`src/rtl/pipelined_cla_adder.sv`:
```
// pipelined_cla_adder: pipelined carry-lookahead adder/subtractor with
// valid/ready handshakes on input and output.
// Optional feature macro: PIPELINED_CLA_ADDER_SAT_EN adds port sat_in and
// clamps the result on signed overflow; without it results always wrap.
//
// Handshake: a beat moves across a boundary only at a rising clk edge where
// its valid and the receiver's ready are both high; the sender holds its data
// stable while valid is high and ready is low. in_ready is combinational from
// out_ready through the per-stage advance chain.
module pipelined_cla_adder #(
    parameter int NUMBITS   = 32,
    parameter int BLOCKSIZE = 4,
    parameter int STAGES    = 2
) (
    input  logic               clk,
    input  logic               rst_n,
    input  logic               in_valid,
    output logic               in_ready,
    input  logic [NUMBITS-1:0] a_in,
    input  logic [NUMBITS-1:0] b_in,
    input  logic               c_in,
    input  logic               sub_in,
`ifdef PIPELINED_CLA_ADDER_SAT_EN
    input  logic               sat_in,
`endif
    output logic               out_valid,
    input  logic               out_ready,
    output logic [NUMBITS-1:0] s_out,
    output logic               c_out,
    output logic               ovf_out
);

    localparam int NBLK = NUMBITS / BLOCKSIZE;
    localparam int G    = NBLK / STAGES;      // lookahead blocks per stage
    localparam int SW   = G * BLOCKSIZE;      // bits resolved per stage
    localparam int LAST = STAGES - 1;
    localparam int MSB  = NUMBITS - 1;

    if ((STAGES < 1) || ((NUMBITS % BLOCKSIZE) != 0) || ((NBLK % STAGES) != 0)) begin : g_param_check
        $error("pipelined_cla_adder: NUMBITS must be a multiple of BLOCKSIZE and STAGES must divide NUMBITS/BLOCKSIZE");
    end

    // One stage's group: block generate/propagate, lookahead block carries,
    // then lookahead bit carries inside each block. Returns {carry_out, sum}.
    function automatic logic [SW:0] cla_group(input logic [SW-1:0] a,
                                              input logic [SW-1:0] b,
                                              input logic          cin);
        logic [SW-1:0]        g, p, s;
        logic [G-1:0]         bg, bp;
        logic [G:0]           bc;
        logic [BLOCKSIZE-1:0] c;
        logic                 term;
        g = a & b;
        p = a ^ b;
        s = '0;
        c = '0;
        for (int j = 0; j < G; j++) begin
            bg[j] = 1'b0;
            bp[j] = 1'b1;
            for (int i = 0; i < BLOCKSIZE; i++) begin
                term = g[j*BLOCKSIZE+i];
                for (int m = i + 1; m < BLOCKSIZE; m++) term = term & p[j*BLOCKSIZE+m];
                bg[j] = bg[j] | term;
                bp[j] = bp[j] & p[j*BLOCKSIZE+i];
            end
        end
        bc[0] = cin;
        for (int j = 1; j <= G; j++) begin
            term = cin;
            for (int m = 0; m < j; m++) term = term & bp[m];
            bc[j] = term;
            for (int i = 0; i < j; i++) begin
                term = bg[i];
                for (int m = i + 1; m < j; m++) term = term & bp[m];
                bc[j] = bc[j] | term;
            end
        end
        for (int j = 0; j < G; j++) begin
            for (int i = 0; i < BLOCKSIZE; i++) begin
                term = bc[j];
                for (int m = 0; m < i; m++) term = term & p[j*BLOCKSIZE+m];
                c[i] = term;
                for (int q = 0; q < i; q++) begin
                    term = g[j*BLOCKSIZE+q];
                    for (int m = q + 1; m < i; m++) term = term & p[j*BLOCKSIZE+m];
                    c[i] = c[i] | term;
                end
                s[j*BLOCKSIZE+i] = p[j*BLOCKSIZE+i] ^ c[i];
            end
        end
        return {bc[G], s};
    endfunction

    // Subtraction is a + ~b + 1, so c_in is ignored in that mode.
    logic [NUMBITS-1:0] b_eff;
    logic               c_eff;
    assign b_eff = sub_in ? ~b_in : b_in;
    assign c_eff = sub_in | c_in;

    logic [STAGES-1:0] v_q, adv, in_v, ld;

    // Advance chain: a stage moves when empty or when everything after it moves.
    always_comb begin : ready_chain
        logic acc;
        acc = out_ready;
        for (int k = LAST; k >= 0; k--) begin
            acc    = acc | ~v_q[k];
            adv[k] = acc;
        end
    end

    // Valid presented to each stage: input port for stage 0, previous stage otherwise.
    always_comb begin
        in_v    = '0;
        in_v[0] = in_valid;
        for (int k = 1; k < STAGES; k++) in_v[k] = v_q[k-1];
    end

    assign ld       = adv & in_v;
    assign in_ready = adv[0];

    // Stage valid bits; data registers only load when a valid beat enters.
    always_ff @(posedge clk or negedge rst_n) begin
        if (!rst_n) begin
            v_q <= '0;
        end else begin
            for (int k = 0; k < STAGES; k++) begin
                if (adv[k]) v_q[k] <= in_v[k];
            end
        end
    end

`ifdef PIPELINED_CLA_ADDER_SAT_EN
    logic [STAGES-1:0] sat_q, sat_src;

    // Saturation request source per stage.
    always_comb begin
        sat_src    = '0;
        sat_src[0] = sat_in;
        for (int k = 1; k < STAGES; k++) sat_src[k] = sat_q[k-1];
    end

    // Saturation request travels alongside its beat.
    always_ff @(posedge clk or negedge rst_n) begin
        if (!rst_n) begin
            sat_q <= '0;
        end else begin
            for (int k = 0; k < STAGES; k++) begin
                if (ld[k]) sat_q[k] <= sat_src[k];
            end
        end
    end
`endif

    for (genvar k = 0; k < STAGES; k++) begin : g_st
        localparam int LO = k * SW;
        localparam int HI = LO + SW;

        // Operand bits not yet resolved: [NUMBITS-1:LO] of the original operands.
        logic [NUMBITS-LO-1:0] a_i, b_i;
        logic                  c_i;
        logic [SW-1:0]         grp_s;
        logic                  grp_c;
        logic [HI-1:0]         s_n, s_q;
        logic                  c_q;

        if (k == 0) begin : g_src
            assign a_i = a_in;
            assign b_i = b_eff;
            assign c_i = c_eff;
            assign s_n = grp_s;
        end else begin : g_chain
            assign a_i = g_st[k-1].g_fwd.a_q;
            assign b_i = g_st[k-1].g_fwd.b_q;
            assign c_i = g_st[k-1].c_q;
            assign s_n = {grp_s, g_st[k-1].s_q};
        end

        assign {grp_c, grp_s} = cla_group(a_i[SW-1:0], b_i[SW-1:0], c_i);

        // Resolved sum bits and the group carry handed to the next stage.
        always_ff @(posedge clk or negedge rst_n) begin
            if (!rst_n) begin
                s_q <= '0;
                c_q <= 1'b0;
            end else if (ld[k]) begin
                s_q <= s_n;
                c_q <= grp_c;
            end
        end

        if (k < LAST) begin : g_fwd
            logic [NUMBITS-HI-1:0] a_q, b_q;

            // Skew the still-unresolved operand bits forward.
            always_ff @(posedge clk or negedge rst_n) begin
                if (!rst_n) begin
                    a_q <= '0;
                    b_q <= '0;
                end else if (ld[k]) begin
                    a_q <= a_i[NUMBITS-LO-1:SW];
                    b_q <= b_i[NUMBITS-LO-1:SW];
                end
            end
        end else begin : g_end
            logic ovf_q;

            // Signed overflow: operands agree in sign and the sum sign differs.
            always_ff @(posedge clk or negedge rst_n) begin
                if (!rst_n) begin
                    ovf_q <= 1'b0;
                end else if (ld[k]) begin
                    ovf_q <= (a_i[NUMBITS-LO-1] == b_i[NUMBITS-LO-1]) &&
                             (s_n[HI-1] != a_i[NUMBITS-LO-1]);
                end
            end
        end
    end

    logic [NUMBITS-1:0] raw_s;
    assign raw_s     = g_st[LAST].s_q;
    assign c_out     = g_st[LAST].c_q;
    assign ovf_out   = g_st[LAST].g_end.ovf_q;
    assign out_valid = v_q[LAST];

`ifdef PIPELINED_CLA_ADDER_SAT_EN
    // A wrapped positive overflow shows a set sign bit; clamp toward the true sign.
    assign s_out = (sat_q[LAST] && ovf_out) ? {~raw_s[MSB], {(NUMBITS-1){raw_s[MSB]}}} : raw_s;
`else
    assign s_out = raw_s;
`endif

endmodule
```
`config.mk`:
```
export PLATFORM = sky130hd
export DESIGN_NAME = pipelined_cla_adder
export DESIGN_NICKNAME = d
export VERILOG_FILES = /design/src/rtl/pipelined_cla_adder.sv
export SDC_FILE = /design/constraint.sdc
export NUM_CORES = 1
export LEC_CHECK = 0
export ABC_CLOCK_PERIOD_IN_PS = 2730
export CAP_MARGIN = 10
export CORE_ASPECT_RATIO = 1.1
export CORE_UTILIZATION = 30
export CTS_CLUSTER_DIAMETER = 30
export CTS_CLUSTER_SIZE = 20
export DETAILED_ROUTE_END_ITERATION = 6
export DONT_BUFFER_PORTS = 1
export GPL_ROUTABILITY_DRIVEN = 1
export HOLD_SLACK_MARGIN = 0.12
export PLACE_DENSITY_LB_ADDON = 0.1
export RECOVER_POWER = 100
export SYNTH_ARGS = -nofsm -noshare
export SYNTH_HDL_FRONTEND = slang
export SYNTH_SLANG_ARGS = --single-unit
```
`constraint.sdc`:
```
create_clock -name clk -period 2.73 [get_ports clk]
set_input_delay 0.546 -clock clk [delete_from_list [all_inputs] [get_ports clk]]
set_output_delay 0.546 -clock clk [all_outputs]
set_load 0.1 [all_outputs]
```
# == Word-level counts from Yosys, hierarchy flattened ==
# Cells that the tools add are included.
# op_classes
muxes,1
n_eq_ne,2
n_bitwise,251
reduce_logical,1
# op_table
cell,n
$and A1 B1 Y1,116
$or A1 B1 Y1,95
$and A16 B16 Y16,2
$mux W32,1
$not A32 Y32,1
$xor A1 B1 Y1,32
$xor A16 B16 Y16,2
$and A2 B2 Y2,1
$not A1 Y1,2
$eq A1 B1 Y1,1
$logic_and A1 B1 Y1,1
$ne A1 B1 Y1,1
# word_totals
reg_bits,85

# == Longest topological paths before layout ==
# logic_depth
ltp_word,21
mapped_depth,14
mapped_depth_nobuf,12

# == Worst setup path after synthesis ==
# OpenSTA, ideal clock, no wires.
# synth_timing
path_type,register to register
from,register v_q[1]
to,register g_st[0].g_fwd.a_q[10]
arrival_ns,3.062
setup_slack_ns,-0.457
stages_incl_launch_ff,5
period_less_slack_ns,3.187
n_path_buf,1
path_cell_list,dfrtp_1 > nand3b_1 > nand2_2 > buf_2 > mux2_2
# synth_via
elab_chain_len,4
# synth_rtl
item,line,rtl
"start, declared",100,"logic [STAGES-1:0] v_q, adv, in_v, ld;"
"start signal, assigned by index",128,if (adv[k]) v_q[k] <= in_v[k];
$not A1 Y1,107,acc = acc | ~v_q[k];
$or A1 B1 Y1 (2 in series),107,
via in_ready,18,"output logic in_ready,"
$and A2 B2 Y2,119,assign ld = adv & in_v;
"end signal, assigned",201,a_q <= a_i[NUMBITS-LO-1:SW];
"end, declared",193,"logic [NUMBITS-HI-1:0] a_q, b_q;"
# The timed path passes the listed nets, and every way through them passes these cells.
# A chain may end at the register's enable or synchronous reset.

# == Worst setup path after layout ==
# layout_timing
from,register g_st[0].g_fwd.b_q[5]
to,register g_st[1].s_q[27] (netlist: s_out[27])
# layout_via
elab_chain_len,15
word_cells_on_any_way,24
# layout_rtl
item,line,rtl
"start, declared",193,
"start signal, assigned",202,b_q <= b_i[NUMBITS-LO-1:SW];
$xor A16 B16 Y16,54,p = a ^ b;
$and A1 B1 Y1 (3 in series),62,for (int m = i + 1; m < BLOCKSIZE; m++) term = term & p[j*BLOCKSIZE+m];
$or A1 B1 Y1 (3 in series),63,bg[j] = bg[j] | term;
$or A1 B1 Y1 (*),75,bc[j] = bc[j] | term;
$and A1 B1 Y1 (*) (3 in series),81,for (int m = 0; m < i; m++) term = term & p[j*BLOCKSIZE+m];
$or A1 B1 Y1 (*) (3 in series),86,c[i] = c[i] | term;
$xor A1 B1 Y1 (*),88,s[j*BLOCKSIZE+i] = p[j*BLOCKSIZE+i] ^ c[i];
"end signal, assigned",187,s_q <= s_n;
"end, declared",164,"logic [HI-1:0] s_n, s_q;"
# Mark *: on every way between the ends. The rest lies on a longest branch, timed or not.

==> impl_metrics.yaml <==
sta:
  clock.fmax_mhz: 382
  post-route-period-util_pct: 95.9
  slew_violations: 86
  relSlewSlack_pct: -29.7
  setup_violations: 0
  worst_pin_slew_ns: 1.95
  timing.final.ws_setup_ns: 0.112
  hold_viol: 0
  holdWs_ns: 0.336
  layout_min_cycle_time_ns: 2.62
  rsz0062_at_grt: "false"
  skew_ns: 0.00688
worst_setup_path:
  critPathKind: "flip-flop to flip-flop"
  timing.rr.start: "g_st[0].g_fwd.b_q[5]$_DFFE_PN0P_"
  worstSetupStartpoint: "g_st[0].g_fwd.b_q[5]$_DFFE_PN0P_"
  r2r_cells: 11
  crit_end: "s_out[27]$_DFFE_PN0P_"
  startpoint_type: "flip-flop"
  timing.rr.end: "s_out[27]$_DFFE_PN0P_"
  crit_arrival_ns: 2.83
  regToRegSetupSlack_ns: 0.11
  cp.required_ns: 2.94
  crit_fanout: 3
  cp-end-kind: "flip-flop"
flow_run:
  maxCapViolations: 1
place:
  dp_hpwl_um: 7430
  gp_congestion: 0.768
  place_ws_ns: -0.0470
  dp_cells: 623
  port_buffers: 0
grt:
  grt_usage_pct: 13.0
  grt_start_max_net_pins: 86
  grt_pass1_vias: 3170
  antenna_found_initial: 0
  grt_pass1_wl_um: 16100
  grt_overflow: 0
detailed_routing:
  drc: 0
  viasPerCell: 4.69
  wl_met1_um: 4120
  wl_per_cell_um: 15.5
  detail_route.iter0.violations: 105
  final_antenna_net_count: 0
  vias: 2997
  drtPass1Iterations: 4
  wl_met3_um: 572
  top_layer_used: "met4"
  met2_length_um: 5120
  wl_um: 9940
pwr:
  p_switching_w: 0.00300
  p_seq_share_pct: 59.4
  vdd_drop_max_mv: 0.300
  power.leakage_nw: 2.38
  clkPwrFrac_pct: 20.6
  powerDensity_nw_per_um2: 1110
  p_sw_share_pct: 50.4
  p_int_w: 0.00295
  pwr-share-comb_pct: 19.9
status:
  status: "finished, violations left"
  failed_checks: "max-capacitance violations, max-slew violations"
hold_path:
  hold_class: "input pin to flip-flop"
synth:
  seq_area_frac_synth_pct: 45.1
  ys_async_sr_fraction_pct: 100
  yosys_warnings: 0
  ys_seq_elements: 85
  synth_nets: 547
  avgSynthCellArea_um2: 11.0
  synth_edf_count: 0
  syn-cell-area_um2: 4710
  ys_types: 39
  synth_ff_type: "dfrtp_1"
  syn-instance-count: 429
clocking:
  clock_path_buffers: 2
  postCtsSetupRepairBufs: 0
  cts_buffers: 9
  clock_latency_ns: 0.33
  htreeDepth: 3
  cts_tree: "done"
  clk_pin_slew_ns: 0.06
  clockRootBuffer: "clkbuf_16"
  clock-sinks: 85
layout:
  mostFrequentLayoutCells: "dfrtp_1, o21ai_0, nand2_1, mux2_2, ha_1"
  nFillCells: 1540
  drive_gt1_share_pct: 17.8
  multiInputGateArea_um2: 2520
  final_common_cell: "dfrtp_1"
  seq_area_um2: 2130
  fin_cells: 639
  antenna_cells: 0
  syn_to_final_growth_pct: 13.9
  nNetsFinal: 557
floorplanning:
  fp-row-count: 47
  initial_core_util_pct: 31.1
  ios: 106
  fp.dieH_um: 133
  dieArea_um2: 16200
  die_w_um: 122
  coreArea_um2: 15200
final cells by class:
class | count | share of cell area, %
Clock buffer | 14 | 4.92
Tap cell | 196 | 4.57
Inverter | 14 | 0.979
Multi-Input combinational cell | 313 | 47.0
Timing Repair Buffer | 16 | 2.38
Sequential cell | 85 | 39.6
Clock inverter | 1 | 0.559
power groups by stage:
stage	Sequential (W)	Clock, W	Combinational (W)
finish	0.00354	0.00123	0.00119
global route	0.00361	0.00134	0.00135
CTS	0.00355	0.00128	0.00119
detailed placement	0.00358	0	0.00115
global placement	0.00357	0	0.00112
floorplan	0.00348	0	0.000900
critical path: stages (launching register included):
cell and delay [ns]:
dfrtp_1 0.39, ha_1 0.32, a21o_1 0.18, a21o_1 0.17
a221o_1 0.38, buf_4 0.17, ha_1 0.18, o21ai_0 0.15
nand2b_1 0.12, a21oi_2 0.17, xor2_1 0.17, o21ai_0 0.09
worst min-delay path by stage:
stage,startpoint,endpoint,slack (ns),cells after the start
2_1_floorplan,rst_n,c_out$_DFFE_PN0P_,0.25,0
3_3_place_gp,rst_n,g_st[0].g_fwd.a_q[13]$_DFFE_PN0P_,0.25,0
6_report,in_valid,v_q[0]$_DFFE_PN0N_,0.34,1
4_1_cts,rst_n,s_out[30]$_DFFE_PN0P_,0.13,1
5_1_grt,in_valid,v_q[0]$_DFFE_PN0N_,0.32,1
3_5_place_dp,rst_n,s_out[30]$_DFFE_PN0P_,0.25,0
metrics by stage:
stage	TNS [ns]	utilization [%]	instance area [um2]	total power, W
after detailed placement	-0.0906	33.1	5030	0.00473
after global placement	0	33.1	5030	0.00469
after CTS	0	35.3	5360	0.00603
after floorplan	-0.0589	-	4760	0.00438
final	0	35.4	5370	0.00596
after global routing	0	35.4	5370	0.00630
what timing repair did:
item / CTS / global route
setup endpoints to repair: 2 / 5
endpoints found under the hold margin: 85 / 0
pin swaps: 0 / 9
gates resized for setup: 2 / 9
hold buffers: 1 / 0
sequential cells by signal, indices dropped and copies added, names as in the netlist:
signal,flops
g_st.c_q,1
ovf_out,1
s_out,32
g_st.s_q,16
v_q,2
g_st.g_fwd.a_q,16
c_out,1
g_st.g_fwd.b_q,16
synth_stat cells (2+ instances only):
master    number  area, um2
o31ai_1        2       15.0
inv_1         13       48.8
ha_1          40        500
nand3b_1       2       15.0
nand2_1       50        188
mux2_2        36        405
dfrtp_1       85       2130
buf_2          6       30.0
nand3_1        3       15.0
nand2b_1      11       68.8
nor2_1         5       18.8
xnor2_1       28        245
nand4_1        2       12.5
o21ai_0       56        280
buf_1          2       7.51
a21o_1         5       37.5
a31oi_1        3       18.8
xor2_1        29        254
a21oi_1       18       90.1
fa_1           8        160
clkbuf_1       7       26.3
cell families after synthesis:
logic type / share of synthesized area [%]
compound gates: 10.9
xor+xnor: 10.6
fa+ha+maj: 14.0
mux: 8.60
flops: 45.1
buf+inv: 3.00
simple gates: 7.75
layer usage:
metal / track usage, % / up-vias
met5: 0 / -
met1: 14.9 / 1433
met2: 22.5 / 70
met4: 4.32 / 0
met3: 4.20 / 11
li1: - / 1483
Note: power is estimated with default switching activity, not from simulation.
